`src/rtl/adder_share_arbiter.sv`:
```
// adder_share_arbiter: round-robin sharing of one adder between two requesters
// with a one-entry registered result stage tagged by requester id.
module adder_share_arbiter #(
  parameter int WIDTH = 8,
  parameter bit SAT   = 1'b0
) (
  input  logic             clk,
  input  logic             rst_n,
  input  logic             ena,
  input  logic             req0_valid,
  input  logic [WIDTH-1:0] req0_a,
  input  logic [WIDTH-1:0] req0_b,
  output logic             req0_ready,
  input  logic             req1_valid,
  input  logic [WIDTH-1:0] req1_a,
  input  logic [WIDTH-1:0] req1_b,
  output logic             req1_ready,
  output logic             res_valid,
  output logic [WIDTH-1:0] res_data,
  output logic             res_carry,
  output logic             res_id,
  input  logic             res_ready
);
  logic             last_grant;
  logic             can_accept;
  logic             grant0;
  logic             grant1;
  logic             xfer;
  logic             sel;
  logic [WIDTH:0]   sum;
  // rst_n in can_accept keeps both readys low while reset is asserted
  assign can_accept = rst_n & ena & (!res_valid | res_ready);
  assign grant0     = req0_valid & (!req1_valid | last_grant);
  assign grant1     = req1_valid & (!req0_valid | !last_grant);
  assign req0_ready = can_accept & grant0;
  assign req1_ready = can_accept & grant1;
  assign xfer       = req0_ready | req1_ready;
  assign sel        = req1_ready;
  assign sum        = sel ? {1'b0, req1_a} + {1'b0, req1_b}
                          : {1'b0, req0_a} + {1'b0, req0_b};
  always_ff @(posedge clk or negedge rst_n) begin
    if (!rst_n) begin
      res_valid  <= 1'b0;
      res_data   <= '0;
      res_carry  <= 1'b0;
      res_id     <= 1'b0;
      last_grant <= 1'b1;
    end else if (xfer) begin
      res_valid  <= 1'b1;
      res_data   <= (SAT && sum[WIDTH]) ? {WIDTH{1'b1}} : sum[WIDTH-1:0];
      res_carry  <= sum[WIDTH];
      res_id     <= sel;
      last_grant <= sel;
    end else if (res_ready) begin
      res_valid  <= 1'b0;
    end
  end
endmodule

```
`config.mk`:
```
export PLATFORM = sky130hd
export DESIGN_NAME = adder_share_arbiter
export DESIGN_NICKNAME = d
export VERILOG_FILES = /design/src/rtl/adder_share_arbiter.sv
export SDC_FILE = /design/constraint.sdc
export NUM_CORES = 1
export LEC_CHECK = 0
export ABC_AREA = 1
export BUFFER_PORTS_ARGS = -buffer_cell sky130_fd_sc_hd__buf_2
export CAP_MARGIN = 15
export CORE_ASPECT_RATIO = 0.6
export CORE_MARGIN = 2
export CORE_UTILIZATION = 40
export DETAILED_ROUTE_END_ITERATION = 10
export GPL_TIMING_DRIVEN = 1
export PLACE_DENSITY = 0.72
export SYNTH_ARGS = -nofsm -noshare
export SYNTH_HDL_FRONTEND = slang
export SYNTH_SLANG_ARGS = --single-unit
```
`constraint.sdc`:
```
create_clock -name clk -period 2 [get_ports clk]
set_input_delay 0 -clock clk [delete_from_list [all_inputs] [get_ports clk]]
set_output_delay 0 -clock clk [all_outputs]
set_load 0.005 [all_outputs]
```
==> flow_metrics.tcl <==
set metrics [dict create \
    cts_tree "done" \
    drc 0 \
    post_route_cells_drive_above_1_share 0.264 \
    synth.top_cell.area_share 0.217 \
    wirelength_microns 3060 \
    floorplan.core_area_sq_um 2950 \
    num_io_pins 51 \
    multi_input_area_sq_um 861 \
    yosysWarnings 0 \
    final_min_period_over_clock_period 0.748 \
    gp_routability_congestion 0.843 \
    wire_per_inst_microns 10.8 \
    report.final.hold_viol_count 0 \
    setup.reg_to_reg.worst_slack_ns 0.68 \
    placed_cells_incl_taps 279 \
    clk_pin_slew_ns 0.06 \
    worst-endpoint-arrival_ns 1.50 \
    timing.rr.end "res_data[0]" \
    r2r-start "res_valid" \
    hold_ws_ns 0.0291 \
    vdd_drop_max_uv 261 \
    cp-startpoint "rst_n" \
    cp-endpoint "req1_ready" \
    grt.overflow.total 0 \
    critPathRequiredTime_ns 2.00 \
    clk-insertion-delay-late_ns 0.24 \
    synth_top_family_by_area "simple AND/OR/NAND/NOR gates" \
    postSynthCellCount 186 \
    initial_antenna_violation_count 0 \
    unrepaired_setup_endpoints_after_global_routing "no" \
    die_width_microns 76.8 \
    yosys-top-cells-count "sky130_fd_sc_hd__nand2_1 (69), sky130_fd_sc_hd__inv_1 (22), sky130_fd_sc_hd__nand3_1 (17), sky130_fd_sc_hd__ha_1 (16), sky130_fd_sc_hd__dfrtp_1 (11)" \
    worstSetupPathType "in -> out" \
    post_drt_via_cell_ratio 4.62 \
    average_cell_area_after_synthesis_sq_um 6.83 \
    cts_repair_resize_count 0 \
    critPathMaxFanout 13 \
    run_status "completed" \
    setup_viol_count_final 0 \
    place.port_buffers 50 \
    synth_compound_area_frac 0.0758 \
    synthAdderAreaFrac 0.189 \
    maxCapViolations 0 \
    syn_nets 242 \
    worst_hold_start "res_ready" \
    synth_top_cells_by_area "sky130_fd_sc_hd__dfrtp_1 (22%), sky130_fd_sc_hd__nand2_1 (20%), sky130_fd_sc_hd__ha_1 (16%)" \
    first_global_vias 1238 \
    post_synth_mux_area_share 0 \
    ys_seq_area_frac 0.237 \
    overall_die_height_microns 47.7 \
    floorplan.rows 15 \
    power_per_cell_area_nw_per_um2 638 \
    cts-htree-levels 1 \
    antennaDiodeCount 0 \
    nFillCells 310 \
    synthXorXnorAreaFrac 0.0344 \
    numClockSinks 12 \
    synth_most_common_cell "sky130_fd_sc_hd__nand2_1" \
    syn_area_sq_um 1270 \
    netlist.top_cell.by_area "sky130_fd_sc_hd__dfrtp_1" \
    total_leakage_power_nw 0.966 \
    clock_tree.buffer_depth 2 \
    slew_viol_final 0 \
    regArea_sq_um 302 \
    grt_pass1_wl_microns 5170 \
    final-instance-count-excl-fill 284 \
    critical_path_sink_type "output pin" \
    synth_flop_cell "sky130_fd_sc_hd__dfrtp_1" \
    layout.nets 299 \
    synth-edff-count 0 \
    grtUsageTotal 0.180 \
    cells_on_worst_reg2reg_path 8 \
    grt_start_max_net_pins 14 \
    maxClockFrequency_mhz 669 \
    ant_nets 0 \
    worst_clock_skew_ns 0.00535 \
    tritoncts.num_buffers 3 \
    detail_route.first_pass.iterations 4 \
    crit_path_start_kind "input pin" \
    cts-root-buf "sky130_fd_sc_hd__clkbuf_8" \
    worst_slew_margin_rel 0.809 \
    flow.area_growth_from_synthesis_pct 29.5 \
    setup_total_negative_slack_ns 0 \
    floorplan.die_area_sq_um 3660 \
    timing_worst_slew_pin_value_ns 0.287 \
    dp_hpwl_microns 2580 \
    number_of_storage_elements_in_the_synthesis_netlist 12 \
    via_count 1312 \
    timing.hold.worst.class "in -> reg" \
    starting_utilization_of_the_core_area 0.431 \
    post_synth_num_cell_types 27 \
    timing.final.crit_period_ns 1.50 \
    number_of_drc_markers_in_iteration_0 51 \
    ys_async_sr_fraction 1.00 \
    synth-simple-area-share 0.378 \
]
-- sequential cells by signal (all words and copies together), names as in the netlist --
signal,count
res_id,1
last_grant,1
res_carry,1
res_data,8
res_valid,1
-- cells by family (layout without fill, tap and decap cells) --
family          after synthesis  count (layout)
simple gates                108             108
buf+inv                      27              83
fa+ha+maj                    18              18
compound gates               16              16
flops                        12              12
xor+xnor                      5               5
-- layout make-up --
class / count / share of cell area
clock buffer: 4 / 0.0334
inverter: 27 / 0.0661
multi-input combinational: 147 / 0.523
sequential: 12 / 0.183
tap: 42 / 0.0319
timing repair buffer: 52 / 0.163
-- critical path, stage by stage --
cell	delay, ns
sky130_fd_sc_hd__dlygate4sd3_1	0.52
sky130_fd_sc_hd__buf_2	0.28
sky130_fd_sc_hd__nand3_1	0.16
sky130_fd_sc_hd__inv_1	0.12
sky130_fd_sc_hd__nand3_4	0.16
sky130_fd_sc_hd__clkinv_4	0.13
sky130_fd_sc_hd__buf_2	0.12
-- report_power, final --
part	internal (mW)	switching [mW]	total (mW)
clock	0.174	0.0911	0.265
combinational	0.198	0.231	0.429
sequential	0.318	0.0382	0.357
total	0.690	0.360	1.05
-- per-stage QoR --
step / utilization / area (sq um) / setup WS [ns] / power [mW]
finish: 0.559 / 1650 / 0.504 / 1.05
detailed placement: 0.537 / 1580 / 0.502 / 0.788
floorplan: - / 1270 / 0.690 / 0.618
global route: 0.559 / 1650 / 0.347 / 1.14
CTS: 0.559 / 1650 / 0.466 / 1.06
global placement: 0.537 / 1580 / 0.537 / 0.783
-- placed cells by master (no fill, tap or decap), types with 2 or more instances in the layout --
master / instances
sky130_fd_sc_hd__inv_2: 2
sky130_fd_sc_hd__a21oi_1: 8
sky130_fd_sc_hd__dfrtp_1: 11
sky130_fd_sc_hd__o21ai_0: 2
sky130_fd_sc_hd__nand2_1: 69
sky130_fd_sc_hd__fa_1: 2
sky130_fd_sc_hd__nor2_1: 9
sky130_fd_sc_hd__nand3b_1: 5
sky130_fd_sc_hd__inv_1: 22
sky130_fd_sc_hd__clkbuf_8: 4
sky130_fd_sc_hd__ha_1: 16
sky130_fd_sc_hd__xnor2_1: 2
sky130_fd_sc_hd__nand3_1: 17
sky130_fd_sc_hd__buf_2: 50
sky130_fd_sc_hd__xor2_1: 3
sky130_fd_sc_hd__or2_1: 2
sky130_fd_sc_hd__o21ai_1: 4
-- metal layers --
metal  share of wire  GRT usage  vias up
met5               0          0        -
met1            0.52      0.253      548
li1                -          -      706
met2            0.37      0.281       54
met3           0.098     0.0472        4
met4           0.010     0.0473        0
-- worst min path at each step --
stage / end / slack [ns] / cells after the start
after floorplan: res_carry / -0.30 / 0
after CTS: res_valid / 0.02 / 4
after detailed placement: res_data[3] / -0.10 / 1
after global routing: res_valid / 0.06 / 4
after global placement: res_valid / -0.11 / 1
final: res_valid / 0.03 / 4
-- what timing repair did --
item                                   CTS  global route
hold buffers                             1             0
setup buffers                            0             0
endpoints found under the hold margin   12             0
(Power assumes the default switching activity.)
